$ cat config.mk
export PLATFORM = sky130hd
export DESIGN_NAME = case_sel_sequencer
export DESIGN_NICKNAME = d
export VERILOG_FILES = /design/src/rtl/case_seq_pkg.sv /design/src/rtl/case_seq_fifo.sv /design/src/rtl/case_sel_sequencer.sv
export SDC_FILE = /design/constraint.sdc
export NUM_CORES = 1
export LEC_CHECK = 0
export CAP_MARGIN = 15
export CORE_UTILIZATION = 45
export DETAILED_ROUTE_END_ITERATION = 7
export PLACE_DENSITY = 0.67
export SETUP_SLACK_MARGIN = 0.15
export SYNTH_ARGS = -nofsm -noshare
export SYNTH_HDL_FRONTEND = slang
export SYNTH_SLANG_ARGS = --single-unit
$ cat constraint.sdc
create_clock -name clk -period 3.1 [get_ports clk]
set_input_delay 0.465 -clock clk [delete_from_list [all_inputs] [get_ports clk]]
set_output_delay 0.465 -clock clk [all_outputs]
set_load 0.005 [all_outputs]
$ cat src/rtl/case_seq_pkg.sv
// Shared types and constants for the case-select sequencer and its FIFO.
package case_seq_pkg;

    localparam int          SEL_W_DEF   = 2;
    localparam int          HOLD_W_DEF  = 4;
    localparam int unsigned DEFAULT_SEL = 0;

    // Two-bit encoding on purpose: 2'b10 and 2'b11 are illegal and recover to IDLE.
    typedef enum logic [1:0] {
        IDLE   = 2'b00,
        ACTIVE = 2'b01
    } state_e;

    typedef struct packed {
        logic [HOLD_W_DEF-1:0] hold;
        logic [SEL_W_DEF-1:0]  sel;
    } entry_t;

endpackage

$ cat src/rtl/case_seq_fifo.sv
// Synchronous command FIFO. A newly written entry becomes poppable one cycle
// after the push, so empty_o reports only entries older than the last edge.
module case_seq_fifo #(
    parameter int DEPTH = 4,
    parameter int WIDTH = 6
) (
    input  logic             clk,
    input  logic             rst_n,
    input  logic             push_i,
    input  logic [WIDTH-1:0] push_data_i,
    input  logic             pop_i,
    output logic [WIDTH-1:0] pop_data_o,
    output logic             full_o,
    output logic             empty_o
);

    localparam int PTR_W = $clog2(DEPTH);
    localparam int CNT_W = $clog2(DEPTH) + 1;

    logic [WIDTH-1:0] mem_q [DEPTH];
    logic [PTR_W-1:0] wr_ptr_q;
    logic [PTR_W-1:0] rd_ptr_q;
    logic [CNT_W-1:0] count_q;
    logic [CNT_W-1:0] count_d;
    logic             push_q;
    logic             push_ok_s;
    logic             pop_ok_s;

    assign full_o     = (count_q == CNT_W'(DEPTH));
    assign empty_o    = (count_q == {{(CNT_W-1){1'b0}}, push_q});
    assign push_ok_s  = push_i && !full_o;
    assign pop_ok_s   = pop_i && !empty_o;
    assign pop_data_o = mem_q[rd_ptr_q];

    // Occupancy next-state from the accepted push/pop pair.
    always_comb begin
        count_d = count_q;
        case ({push_ok_s, pop_ok_s})
            2'b10:   count_d = count_q + CNT_W'(1);
            2'b01:   count_d = count_q - CNT_W'(1);
            default: count_d = count_q;
        endcase
    end

    // Pointers, occupancy and the just-pushed flag.
    always_ff @(posedge clk) begin
        if (!rst_n) begin
            wr_ptr_q <= {PTR_W{1'b0}};
            rd_ptr_q <= {PTR_W{1'b0}};
            count_q  <= {CNT_W{1'b0}};
            push_q   <= 1'b0;
        end else begin
            count_q <= count_d;
            push_q  <= push_ok_s;
            if (push_ok_s) begin
                wr_ptr_q <= wr_ptr_q + PTR_W'(1);
            end
            if (pop_ok_s) begin
                rd_ptr_q <= rd_ptr_q + PTR_W'(1);
            end
        end
    end

    // Entry storage; contents are don't-care until written.
    always_ff @(posedge clk) begin
        if (push_ok_s) begin
            mem_q[wr_ptr_q] <= push_data_i;
        end
    end

endmodule

$ cat src/rtl/case_sel_sequencer.sv
// Buffers select codes and presents one stable, registered select per
// transaction. Optional ILLEGAL_SEL_EN drops selects not set in LEGAL_MASK.
module case_sel_sequencer
    import case_seq_pkg::*;
#(
    parameter int                     SEL_W      = SEL_W_DEF,
    parameter int                     DEPTH      = 4,
    parameter int                     HOLD_W     = HOLD_W_DEF,
    parameter logic [(1<<SEL_W)-1:0]  LEGAL_MASK = 4'b0011
) (
    input  logic              clk,
    input  logic              rst_n,
    input  logic              in_valid,
    output logic              in_ready,
    input  logic [SEL_W-1:0]  in_sel,
    input  logic [HOLD_W-1:0] in_hold,
    output logic              out_valid,
    output logic [SEL_W-1:0]  out_x,
    input  logic              out_ack,
    output logic              err_pulse,
    output logic [7:0]        err_cnt
);

    state_e            state_q;
    logic              out_valid_q;
    logic [SEL_W-1:0]  out_x_q;
    logic [HOLD_W-1:0] hold_cnt_q;
    logic              err_pulse_q;
    logic [7:0]        err_cnt_q;

    entry_t            push_entry_s;
    entry_t            pop_entry_s;
    logic              full_s;
    logic              empty_s;
    logic              pop_s;
    logic              legal_s;
    logic              load_s;
    logic              drop_s;
    logic              unused_mask_s;

    assign push_entry_s.sel  = in_sel;
    assign push_entry_s.hold = in_hold;
    assign in_ready          = !full_s;
    assign unused_mask_s     = ^LEGAL_MASK;

    case_seq_fifo #(
        .DEPTH (DEPTH),
        .WIDTH ($bits(entry_t))
    ) u_fifo (
        .clk         (clk),
        .rst_n       (rst_n),
        .push_i      (in_valid),
        .push_data_i (push_entry_s),
        .pop_i       (pop_s),
        .pop_data_o  (pop_entry_s),
        .full_o      (full_s),
        .empty_o     (empty_s)
    );

`ifdef ILLEGAL_SEL_EN
    assign legal_s = LEGAL_MASK[pop_entry_s.sel];
`else
    assign legal_s = 1'b1;
`endif

    // Pop only from IDLE or when the active transaction completes this edge.
    always_comb begin
        pop_s = 1'b0;
        case (state_q)
            IDLE:    pop_s = !empty_s;
            ACTIVE:  pop_s = !empty_s && (hold_cnt_q == {HOLD_W{1'b0}}) && out_ack;
            default: pop_s = 1'b0;
        endcase
    end

    assign load_s = pop_s && legal_s;
    assign drop_s = pop_s && !legal_s;

    // Transaction FSM with registered select, hold counter and error reporting.
    always_ff @(posedge clk) begin
        if (!rst_n) begin
            state_q     <= IDLE;
            out_valid_q <= 1'b0;
            out_x_q     <= SEL_W'(DEFAULT_SEL);
            hold_cnt_q  <= {HOLD_W{1'b0}};
            err_pulse_q <= 1'b0;
            err_cnt_q   <= 8'd0;
        end else begin
            err_pulse_q <= drop_s;
            if (drop_s && (err_cnt_q != 8'hFF)) begin
                err_cnt_q <= err_cnt_q + 8'd1;
            end
            case (state_q)
                IDLE: begin
                    if (load_s) begin
                        out_x_q     <= pop_entry_s.sel;
                        hold_cnt_q  <= pop_entry_s.hold;
                        out_valid_q <= 1'b1;
                        state_q     <= ACTIVE;
                    end else begin
                        out_valid_q <= 1'b0;
                    end
                end
                ACTIVE: begin
                    if (hold_cnt_q != {HOLD_W{1'b0}}) begin
                        hold_cnt_q <= hold_cnt_q - HOLD_W'(1);
                    end else if (out_ack) begin
                        // Back-to-back reload keeps out_valid high with no bubble.
                        if (load_s) begin
                            out_x_q     <= pop_entry_s.sel;
                            hold_cnt_q  <= pop_entry_s.hold;
                            out_valid_q <= 1'b1;
                        end else begin
                            out_valid_q <= 1'b0;
                            state_q     <= IDLE;
                        end
                    end
                end
                default: begin
                    out_valid_q <= 1'b0;
                    state_q     <= IDLE;
                end
            endcase
        end
    end

    assign out_valid = out_valid_q;
    assign out_x     = out_x_q;
    assign err_pulse = err_pulse_q;
    assign err_cnt   = err_cnt_q;

endmodule

==> out/metrics.sh, run 1 <==
SW_FRAC_OF_TOTAL_PCT=32.4
CTS.PATH.MAX_BUFFERS=2
TIMING.SETUP.CRITICAL_PATH_CLASS='register to register'
VIAS=1059
CTS.ROOT.BUFFER_CELL='clkbuf_8'
FINAL.SETUP_SKEW_NS=0.0113
GRT_PASS1_VIAS=1050
SHARE_OF_SYNTHESIZED_REGISTERS_CARRYING_AN_ASYNC_SET_OR_RESET_PCT=0
CRITICAL_PATH.ENDPOINT_TYPE='register'
SEQ_AREA_FRAC_SYNTH_PCT=56.4
PORT_BUFFERS=13
HOLDCRITPATHCLASS='register to register'
SYNTH_WARNINGS=0
SYNTH_XOR_XNOR_AREA_SHARE_PCT=3.52
GLOBALROUTEOVERFLOWTOTAL=0
FILLCELLCOUNT=335
GRT_PASS1_WL_MM=4.87
DPL.HPWL_MM=2.03
POWER_DENSITY_nW_PER_UM2=899
MAX_CAP_VIOLATIONS=0
MIN_PERIOD_OVER_PERIOD_PCT=82.4
CLKLATENCYLATEPIN_NS=0.29
TIMING.HOLD.WS_NS=0.457
DIE_WIDTH_UM=67.3
INSERTEDDIODECOUNT=0
CELL_INTERNAL_PWR_mW=1.31
NET-SWITCHING-POWER_uW=626
SYNTH_ADDER_AREA_SHARE_PCT=4.96
COMBINATIONALPOWERSHARE_PCT=37.5
STD_CELL_ROWS=23
CTS_REPAIR_RESIZE_COUNT=0
REQUIRED_NS=3.31
CRITICAL_PATH.CELL_CHAIN='or3b_1, and2_1, inv_1, ha_1, inv_1, fa_1, xor2_1, or3_1, a21boi_0'
PLACE.GP.CONGESTION=0.795
NETLIST_AREA_UM2=1920
CRITICAL_PATH.MAX_FANOUT=8
LARGEST_FAMILY_OF_LOGIC_CELLS_BY_SYNTHESIZED_AREA='simple AND/OR/NAND/NOR gates'
POST_SYNTH_MAIN_AREA_CONTRIBUTORS='edfxtp_1 (38%), dfxtp_1 (19%), mux4_1 (6.8%)'
MAX-SLEW-MARGIN-REL_PCT=66.8
LAYOUT.NETS=172
POST-CTS-SETUP-BUFFER-COUNT=0
YOSYS_REGISTER_BITS=42
CTS-BUFFERS-INSERTED=5
DIEHEIGHT_UM=67.3
AREA_GROWTH_PCT=12.1
CRIT_TOP_CELL='inv_1'
PROPORTION_OF_POWER_DRAWN_BY_THE_CLOCK_NETWORK_PCT=20.4
CRIT_SLOWEST_CELL='or3b_1'
SYN_INST=140
CORE_UM2=4060
LEAKAGE_nW=0.805
CTS_HOLD_BUF=0
NUMBER_OF_BUFFER_AND_INVERTER_INSTANCES_ALONG_THE_WORST_SETUP_PATH=2
VDD.IR_DROP.WORST_uV=282
IO_PINS=23
POST_SYNTHESIS_SIMPLE_GATE_AREA_FRACTION_PCT=9.98
DRC_ERRORS=0
DRTANTENNAVIOLNETS=0
POST-SYNTH-TOP-AREA-FRACTION_PCT=37.6
SYN-MEAN-INSTANCE-AREA_UM2=13.7
WORSTMARGINPINSLEW_NS=0.496
OUTCOME='finished clean'
DRT_PASS1_ITERATIONS=4
NUMBER_OF_FAILING_HOLD_ENDPOINTS_AT_THE_FINAL_STAGE=0
NUMBER_OF_ENABLE_FLIP_FLOP_CELLS_AFTER_SYNTHESIS=24
CTS_TREE='built'
SETUP-TNS-FINAL_NS=0
CP_DATA_ARRIVAL_TIME_NS=2.76
FINAL_MAX_SLEW_VIOLS=0
PERIOD_NEEDED_NS=2.56
DETAILEDROUTE.FIRSTITERATIONVIOLATIONS=57
DETAIL_ROUTE.VIAS_PER_CELL=5.14
MUXSHAREOFSYNTHAREA_PCT=9.07
SYNTH.LIB_CELLS_USED.DISTINCT=44
CP_TOP_FAMILY='simple AND/OR/NAND/NOR gates'
YOSYS.AREA.TOP_TYPE='edfxtp_1'
GRT_START_MAX_NET_PINS=16
CLKTRANSATPATHREGS_NS=0.08
WIRELENGTH_MM=2.90
GLOBALROUTETOTALUTIL_PCT=15.1
SHARE_OF_POST_ROUTE_CELLS_WITH_DRIVE_STRENGTH_ABOVE_1_PCT=9.62
ANTENNA_FOUND_INITIAL=0
SETUP_VIOL_COUNT_FINAL=0
RSZ0062_AT_GRT='no'
TRITONCTS_NUM_SINKS=42
CLOCK_TREE.HTREE_LEVEL_COUNT=2
MAX_FREQ_MHz=391
WIRE_PER_INST_UM=14.1
SYNTH-COMPOUND-AREA-SHARE_PCT=8.55
DIE_AREA_UM2=4530
WORST_CASE_REGISTER_TO_REGISTER_SETUP_SLACK_NS=0.54
WORST_SETUP_PATH_START_KIND='register'
FLOORPLAN.INITIALDENSITY_PCT=47.3
SEQ_POWER_SHARE_PCT=42.1
WORST_PATH_LARGEST_CELL_DELAY_NS=0.51
SYNTHFLOPTYPE='edfxtp_1'
## power groups by stage
stage               registers [mW]  logic (mW)  clock network [mW]
detailed placement           0.829       0.728                   0
global placement             0.823       0.700                   0
global route                 0.834       0.814               0.426
floorplan                    0.784       0.618                   0
finish                       0.814       0.725               0.393
CTS                          0.817       0.734               0.406
## cells in the mapped netlist, types with 2 or more instances
cell        n
nand2_1     4
buf_6       2
xnor2_1     3
o21a_1      2
nand3_1     2
inv_1      10
a2bb2oi_1   2
ha_1        6
buf_4       9
dfxtp_1    18
a21oi_1     4
edfxtp_1   24
and2_1      7
a21boi_0    3
buf_2       2
mux2i_1     2
mux4_1      5
nor2b_1     3
o21ai_0     3
and3_1      5
## flip-flops by register name (all words and copies together), names as in the netlist, named ones only
signal,count
hold_cnt_q,4
out_valid,1
out_x,2
state_q,1
u_fifo.count_q,3
u_fifo.mem_q,24
u_fifo.push_q,1
u_fifo.rd_ptr_q,2
u_fifo.wr_ptr_q,2
## kinds of logic (layout without fill, tap and decap cells)
kind of cell,after synthesis,after routing
compound gates,21,21
xor+xnor,6,6
fa+ha+maj,7,7
buf+inv,24,32
flops,42,42
mux,8,8
other cells,1,9
simple gates,31,31
## routing by layer
metal	global-route usage (%)	vias up	share of wire (%)
li1	-	517	-
met1	18.6	511	47
met2	24.6	26	47
met3	4.22	5	3.8
met4	6.38	0	1.4
met5	0	-	0
## area by class of cell
cell class	instances	area [um2]	share of cell area, %
flip-flops and latches	42	1080	50.3
multi-input cells	82	726	33.8
repair buffers	14	138	6.40
clock buffers	7	97.6	4.54
well taps	50	62.6	2.91
inverters	10	37.5	1.75
clock inverters	1	7.51	0.349
## placed cells by master, fill, tap and decap left out, types with 4 or more instances in the layout
master           instances
edfxtp_1                24
dfxtp_1                 18
clkdlybuf4s50_1         13
inv_1                   10
conb_1                   9
and2_1                   7
ha_1                     6
and3_1                   5
mux4_1                   5
clkbuf_8                 5
nand2_1                  4
a21oi_1                  4
## final timing paths
| kind | end | start | cells after the start |
|---|---|---|---|
| min reg2reg | out_valid | out_valid | 2 |
| max reg2reg | u_fifo.count_q[2] | u_fifo.count_q[0] | 9 |
| max | u_fifo.count_q[2] | u_fifo.count_q[0] | 9 |
| min | out_valid | out_valid | 2 |
## worst reg2reg max path: stages (launching register included)
cell and delay, ns:
dfxtp_1 0.37, or3b_1 0.51, and2_1 0.24, inv_1 0.06
ha_1 0.16, inv_1 0.06, fa_1 0.37, xor2_1 0.16
or3_1 0.33, a21boi_0 0.21
## through the flow
step | power [mW] | utilization (%) | cell area, um2 | cells | worst slack [ns]
after floorplan | 1.40 | - | 1950 | 148 | 0.783
after global placement | 1.52 | 50.4 | 2040 | 198 | 0.536
after detailed placement | 1.56 | 50.4 | 2040 | 198 | 0.390
after CTS | 1.96 | 53.0 | 2150 | 206 | 0.548
after global routing | 2.08 | 53.0 | 2150 | 206 | 0.483
final | 1.93 | 53.0 | 2150 | 206 | 0.545
No activity file was read; power rests on OpenSTA's default activity.
==> inputs of run 2 (changes only) <==
Clock period 3.1 ns to 2.6 ns, I/O delays scaled along.
==> run 2 against run 1 <==
  * Non-clock buffer count is 2 higher
  * Clock-buffer cell count stayed put
  * Largest power group unchanged
  * Combinational power is 21% higher
==> out/metrics.sh, run 2 (synthesis gave the netlist of run 1 again) <==
OUTCOME='finished clean'
PLACE.GP.CONGESTION=0.798  # +0.43%
GRT_START_MAX_NET_PINS=16  # unchanged
GLOBALROUTETOTALUTIL_PCT=15.1  # about the same
PERIOD_NEEDED_NS=2.35  # -0.206 ns
HOLDCRITPATHCLASS='register to register'
GRT_PASS1_WL_MM=4.73  # -3.0%
POST_LAYOUT_INSTANCE_COUNT_EXCLUDING_FILLER_CELLS=208  # +0.97%
CRITICAL_PATH.ENDPOINT_TYPE='register'
SETUP_VIOL_COUNT_FINAL=0  # unchanged
STD_CELL_ROWS=23  # unchanged
MAX_FREQ_MHz=426  # +8.8%
NUMBER_OF_FAILING_HOLD_ENDPOINTS_AT_THE_FINAL_STAGE=0  # unchanged
FLOORPLAN.INITIALDENSITY_PCT=47.3  # unchanged
TOPROUTINGLAYERUSED='met4'
REQUIRED_NS=2.83  # -0.48 ns
LEAKAGE_nW=0.816  # +1.4%
DETAILEDROUTE.FIRSTITERATIONVIOLATIONS=58  # +1.8%
DRTANTENNAVIOLNETS=0  # unchanged
GRT_PASS1_VIAS=1032  # -1.7%
REG_TOP3='u_fifo.mem_q x24, hold_cnt_q x4, u_fifo.count_q x3'
CTS-BUFFERS-INSERTED=5  # unchanged
WORST_PATH_LARGEST_CELL_DELAY_NS=0.42  # -0.09 ns
PLACED_CELLS=198  # unchanged
WIRELENGTH_MM=2.89  # -0.34%
DETAIL_ROUTE.VIAS_PER_CELL=5.01  # -2.5%
LARGEST_REGISTER='u_fifo.mem_q'
DIEHEIGHT_UM=67.3  # unchanged
CTS_TREE='built'
FILLCELLCOUNT=323  # -3.6%
AREA_GROWTH_PCT=13.0
INSERTEDDIODECOUNT=0  # unchanged
TIMING.SETUP.CRITICAL_PATH_CLASS='register to register'
CTS.ROOT.BUFFER_CELL='clkbuf_8'
MET3WIRELENGTH_UM=118  # +7.3%
LAYOUT.CORE_UTILIZATION_PCT=53.4  # +0.46 points
ANTENNA_FOUND_INITIAL=0  # unchanged
LAYOUT.NETS=174  # +1.2%
CTS.PATH.MAX_BUFFERS=2  # unchanged
MOSTFREQUENTLAYOUTCELL='edfxtp_1'
POWER_DENSITY_nW_PER_UM2=1070  # +19%
FINAL.SETUP_SKEW_NS=0.00605  # -0.00528 ns
RSZ0062_AT_GRT='no'
DRC_ERRORS=0  # unchanged
CP_DATA_ARRIVAL_TIME_NS=2.58  # -0.18 ns
DPL.HPWL_MM=2.04  # +0.55%
CLKTRANSATPATHREGS_NS=0.08  # about the same
CRITICAL_PATH.MAX_FANOUT=4  # -4
IO_PINS=23  # unchanged
DIE_AREA_UM2=4530  # unchanged
CORE_UM2=4060  # unchanged
CLKLATENCYLATEPIN_NS=0.29  # about the same
MET1WIRELENGTH_MM=1.34  # -2.6%
WIRE_PER_INST_UM=13.9  # -1.3%
LAYOUT.CELLS.MOST_COMMON_LIST='edfxtp_1 (24), dfxtp_1 (17), clkdlybuf4s50_1 (13)'
SETUP-TNS-FINAL_NS=0  # unchanged
DRT_PASS1_ITERATIONS=4  # unchanged
LARGEST_REG_FLOPS=24  # unchanged
DR_WL_MET2_MM=1.38  # about the same
DIE_WIDTH_UM=67.3  # unchanged
MIN_PERIOD_OVER_PERIOD_PCT=90.3  # +7.9 points
CRITICAL_PATH.CELL_CHAIN='or3b_4, and2_1, inv_1, ha_1, inv_1, fa_1, xor2_1, or3_1, a21boi_1'
CRIT_SLOWEST_CELL='or3b_4'
SHARE_OF_POST_ROUTE_CELLS_WITH_DRIVE_STRENGTH_ABOVE_1_PCT=12.0  # +2.4 points
VDD.IR_DROP.WORST_uV=406  # +44%
WORST_SETUP_PATH_START_KIND='register'
VIAS=1043  # -1.5%
TRITONCTS_NUM_SINKS=42  # unchanged
CRIT_TOP_CELL='inv_1'
MAX_CAP_VIOLATIONS=0  # unchanged
CLOCK_TREE.HTREE_LEVEL_COUNT=2  # unchanged
FINAL_MAX_SLEW_VIOLS=0  # unchanged
GLOBALROUTEOVERFLOWTOTAL=0  # unchanged
PORT_BUFFERS=13  # unchanged
-- run 2: cell type report --
| class | count | area [um2] | share of cell area (%) |
|---|---|---|---|
| sequential | 42 | 1080 | 49.9 |
| multi-input combinational | 82 | 728 | 33.6 |
| timing repair buffer | 16 | 153 | 7.04 |
| clock buffer | 7 | 97.6 | 4.50 |
| tap | 50 | 62.6 | 2.89 |
| inverter | 10 | 37.5 | 1.73 |
| clock inverter | 1 | 7.51 | 0.346 |
-- run 2: worst max-delay path, delay by kind of cell, from the launching register on --
kind	cells	cell delay, ns
compound gates	1	0.15
fa+ha+maj	2	0.55
buf+inv	2	0.13
flops	1	0.36
xor+xnor	1	0.16
simple gates	3	0.93
-- run 2: through the flow --
step           setup WS (ns)  hold WS [ns]  power (mW)  area [um2]
4_1_cts                0.178         0.481        2.33        2150
3_5_place_dp         -0.0122         0.470        1.85        2040
2_1_floorplan          0.283         0.452        1.67        1950
6_report               0.251         0.470        2.32        2170
3_3_place_gp           0.110         0.444        1.81        2040
5_1_grt                0.163         0.490        2.49        2170
-- run 2: timing repair --
item,4_1_cts,5_1_grt
hold buffers,0,0
setup buffers,0,2
gates resized for setup,2,1
setup endpoints to repair,1,1
-- run 2: metal layers --
layer  vias up  track usage [%]
li1        517                -
met1       493             17.2
met2        27             24.4
met3         6             5.57
met4         0             8.24
met5         -                0
-- run 2: worst paths after layout --
| path | endpoint | cells after the start | slack [ns] | start |
|---|---|---|---|---|
| worst max-delay path | u_fifo.count_q[2] | 9 | 0.25 | u_fifo.count_q[0] |
| worst max register to register | u_fifo.count_q[2] | 9 | 0.25 | u_fifo.count_q[0] |
| worst min register to register | out_valid | 2 | 0.47 | out_valid |
| worst min-delay path | out_valid | 2 | 0.47 | out_valid |
-- run 2: power by group --
group | internal (mW) | leakage [nW] | switching [mW] | total, mW
Sequential | 0.849 | 0.369 | 0.123 | 0.973
Combinational | 0.478 | 0.398 | 0.399 | 0.877
Clock | 0.248 | 0.0496 | 0.223 | 0.471
==> inputs of run 3 (changes only) <==
Settings changed: CORE_ASPECT_RATIO set to 0.7.
==> run 3 against run 2 <==
  * Wire length grew 9.5%
  * Die area grew 0.10%
  * First-iteration DRC count down 43%
  * Clock-buffer cell count fell by 2
  * Register-to-register slack better by 0.05 ns
  * Maximum frequency up 2.1%
  * Clock skew fell by 0.0011 ns
  * Critical path depth stayed put
  * Total power down 0.34%
  * Largest cell class unchanged
  * Highest routed layer unchanged
==> out/metrics.sh, run 3 (synthesis gave the netlist of run 1 again) <==
OUTCOME='finished clean'
DRTANTENNAVIOLNETS=0  # unchanged
FINAL_MAX_SLEW_VIOLS=0  # unchanged
CRIT_SLOWEST_CELL='or3b_4'
FF2FF_PATH_DEPTH=9  # unchanged
CTS_HOLD_BUF=0  # unchanged
TIMING.SETUP.CRITICAL_PATH_CLASS='register to register'
NET-SWITCHING-POWER_uW=783  # +5.0%
SETUP_VIOL_COUNT_FINAL=0  # unchanged
CRIT_TOP_CELL='inv_1'
WORST_SETUP_PATH_START_KIND='register'
SW_FRAC_OF_TOTAL_PCT=33.9  # +1.7 points
NUMBER_OF_FAILING_HOLD_ENDPOINTS_AT_THE_FINAL_STAGE=0  # unchanged
CTS.ROOT.BUFFER_CELL='clkbuf_8'
WIRE_PER_INST_UM=15.1  # +8.4%
DRC_ERRORS=0  # unchanged
FLOORPLAN.INITIALDENSITY_PCT=48.0  # +0.76 points
REQUIRED_NS=2.82  # about the same
DPL.HPWL_MM=2.17  # +6.3%
DETAIL_ROUTE.VIAS_PER_CELL=5.08  # +1.3%
CRITICAL_PATH.ENDPOINT_TYPE='register'
GRT_PASS1_WL_MM=4.93  # +4.4%
REG_TOP3='u_fifo.mem_q x24, hold_cnt_q x4, u_fifo.count_q x3'
SEQ_POWER_SHARE_PCT=42.4  # +0.5 points
NUMBER_OF_BUFFER_AND_INVERTER_INSTANCES_ALONG_THE_WORST_SETUP_PATH=2  # unchanged
DRT_PASS1_ITERATIONS=4  # unchanged
ANTENNA_FOUND_INITIAL=0  # unchanged
LAYOUT.CELLS.MOST_COMMON_LIST='edfxtp_1 (24), dfxtp_1 (16), clkdlybuf4s50_1 (13)'
MAX-SLEW-MARGIN-REL_PCT=64.9
DEPTH_OF_THE_WORST_HOLD_TIMING_PATH=2  # unchanged
CP_DATA_ARRIVAL_TIME_NS=2.52  # -0.06 ns
GLOBALROUTETOTALUTIL_PCT=15.9  # +0.85 points
CLKLATENCYLATEPIN_NS=0.29  # about the same
MAX_FREQ_MHz=435  # +2.1%
DETAILEDROUTE.FIRSTITERATIONVIOLATIONS=33  # -43%
HOLDCRITPATHCLASS='register to register'
POWER_DENSITY_nW_PER_UM2=1070  # -0.17%
MOSTFREQUENTLAYOUTCELL='edfxtp_1'
LAYOUT.NETS=174  # unchanged
SHARE_OF_POST_ROUTE_CELLS_WITH_DRIVE_STRENGTH_ABOVE_1_PCT=14.6  # +2.5 points
CRIT_START='u_fifo.count_q[1]'
DIE_AREA_UM2=4530  # +0.10%
DIEHEIGHT_UM=56.6  # -16%
WORST-PATH-STAGES=9  # unchanged
RSZ0062_AT_GRT='no'
SETUP-TNS-FINAL_NS=0  # unchanged
CTS_TREE='built'
WORST_HOLD_STARTPOINT='out_valid'
CLKTRANSATPATHREGS_NS=0.08  # about the same
WIRELENGTH_MM=3.16  # +9.5%
CP_TOP_FAMILY='simple AND/OR/NAND/NOR gates'
CTS.PATH.MAX_BUFFERS=2  # unchanged
FINALWORSTSETUPSLACK_NS=0.300  # +0.0485 ns
R2R_START='u_fifo.count_q[1]'
TRITONCTS_NUM_SINKS=42  # unchanged
GLOBALROUTEOVERFLOWTOTAL=0  # unchanged
CTS-BUFFERS-INSERTED=5  # unchanged
FINAL.SETUP_SKEW_NS=0.00499  # -0.00107 ns
INSERTEDDIODECOUNT=0  # unchanged
PLACE.GP.CONGESTION=0.739  # -7.4%
LEAKAGE_nW=0.809  # -0.95%
PERIOD_NEEDED_NS=2.30  # -0.0485 ns
CORE_UM2=3990  # -1.6%
COMBINATIONALPOWERSHARE_PCT=39.1  # +1.3 points
VIAS=1067  # +2.3%
PRECTSSETUPSLACK_NS=-0.0127  # -0.000533 ns
STD_CELL_ROWS=19  # -17%
CRITICAL_PATH.MAX_FANOUT=4  # unchanged
CLOCK_TREE.HTREE_LEVEL_COUNT=2  # unchanged
MAX_CAP_VIOLATIONS=0  # unchanged
LARGEST_REGISTER='u_fifo.mem_q'
IO_PINS=23  # unchanged
PORT_BUFFERS=13  # unchanged
TIMING.HOLD.WS_NS=0.468  # -0.00187 ns
WORSTMARGINPINSLEW_NS=0.524
CELL_INTERNAL_PWR_mW=1.53  # -2.9%
PROPORTION_OF_POWER_DRAWN_BY_THE_CLOCK_NETWORK_PCT=18.5  # -1.8 points
GRT_PASS1_VIAS=976  # -5.4%
VDD.IR_DROP.WORST_uV=554  # +37%
CRITICAL_PATH.CELL_CHAIN='or3b_4, and2_4, inv_1, ha_2, inv_1, fa_1, xor2_1, or3_1, a21boi_1'
WORST_PATH_LARGEST_CELL_DELAY_NS=0.42  # about the same
DIE_WIDTH_UM=80.0  # +19%
MIN_PERIOD_OVER_PERIOD_PCT=88.5  # -1.9 points
GRT_START_MAX_NET_PINS=16  # unchanged
AREA_GROWTH_PCT=12.9
LARGEST_REG_FLOPS=24  # unchanged
[run 3: cell types whose count changed in the layout (fill, tap and decap cells not counted), sizes merged]
cell and delta:
clkinvlp +1, inv +1, clkbuf -2
[run 3: power groups by stage]
stage	sequential (mW)	clock (mW)	combinational, mW
3_5_place_dp	0.991	0	0.879
2_1_floorplan	0.934	0	0.737
5_1_grt	1.00	0.472	0.999
6_report	0.981	0.429	0.903
3_3_place_gp	0.981	0	0.836
4_1_cts	0.978	0.442	0.892
[run 3: area by class of cell]
cell class	count	area, um2
inverters	10	37.5
clock buffers	5	68.8
fillers	342	1830
repair buffers	16	153
multi-input cells	82	733
flip-flops and latches	42	1080
well taps	52	65.1
clock inverters	3	23.8
[run 3: per-stage QoR]
stage	std cells	area, um2	power, mW	util (%)
5_1_grt	210	2160	2.47	54.2
4_1_cts	208	2140	2.31	53.6
3_5_place_dp	200	2050	1.87	51.3
6_report	210	2160	2.31	54.2
3_3_place_gp	200	2050	1.82	51.3
2_1_floorplan	148	1950	1.67	-
[run 3: final timing paths]
kind	endpoint	slack, ns
setup / recovery	u_fifo.count_q[2]	0.30
hold / removal	out_valid	0.47
setup reg to reg	u_fifo.count_q[2]	0.30
hold reg to reg	out_valid	0.47
[run 3: worst register-to-register path, stage by stage (launching register included)]
cell and delay, ns:
dfxtp_1 0.34, or3b_4 0.42, and2_4 0.18, inv_1 0.07
ha_2 0.18, inv_1 0.06, fa_1 0.37, xor2_1 0.16
or3_1 0.31, a21boi_1 0.14
[run 3: metal layers]
metal  track usage [%]  vias up  share of wire, %
li1                  -      522                 -
met1              20.0      517                48
met2              24.3       22                47
met3              6.83        6               3.7
met4              6.12        0               1.5
met5                 0        -                 0
[run 3: timing repair]
item / CTS / global route
endpoints found under the setup margin: 1 / 1
pin swaps: 0 / 3
setup buffers: 0 / 2
resized for setup: 2 / 4
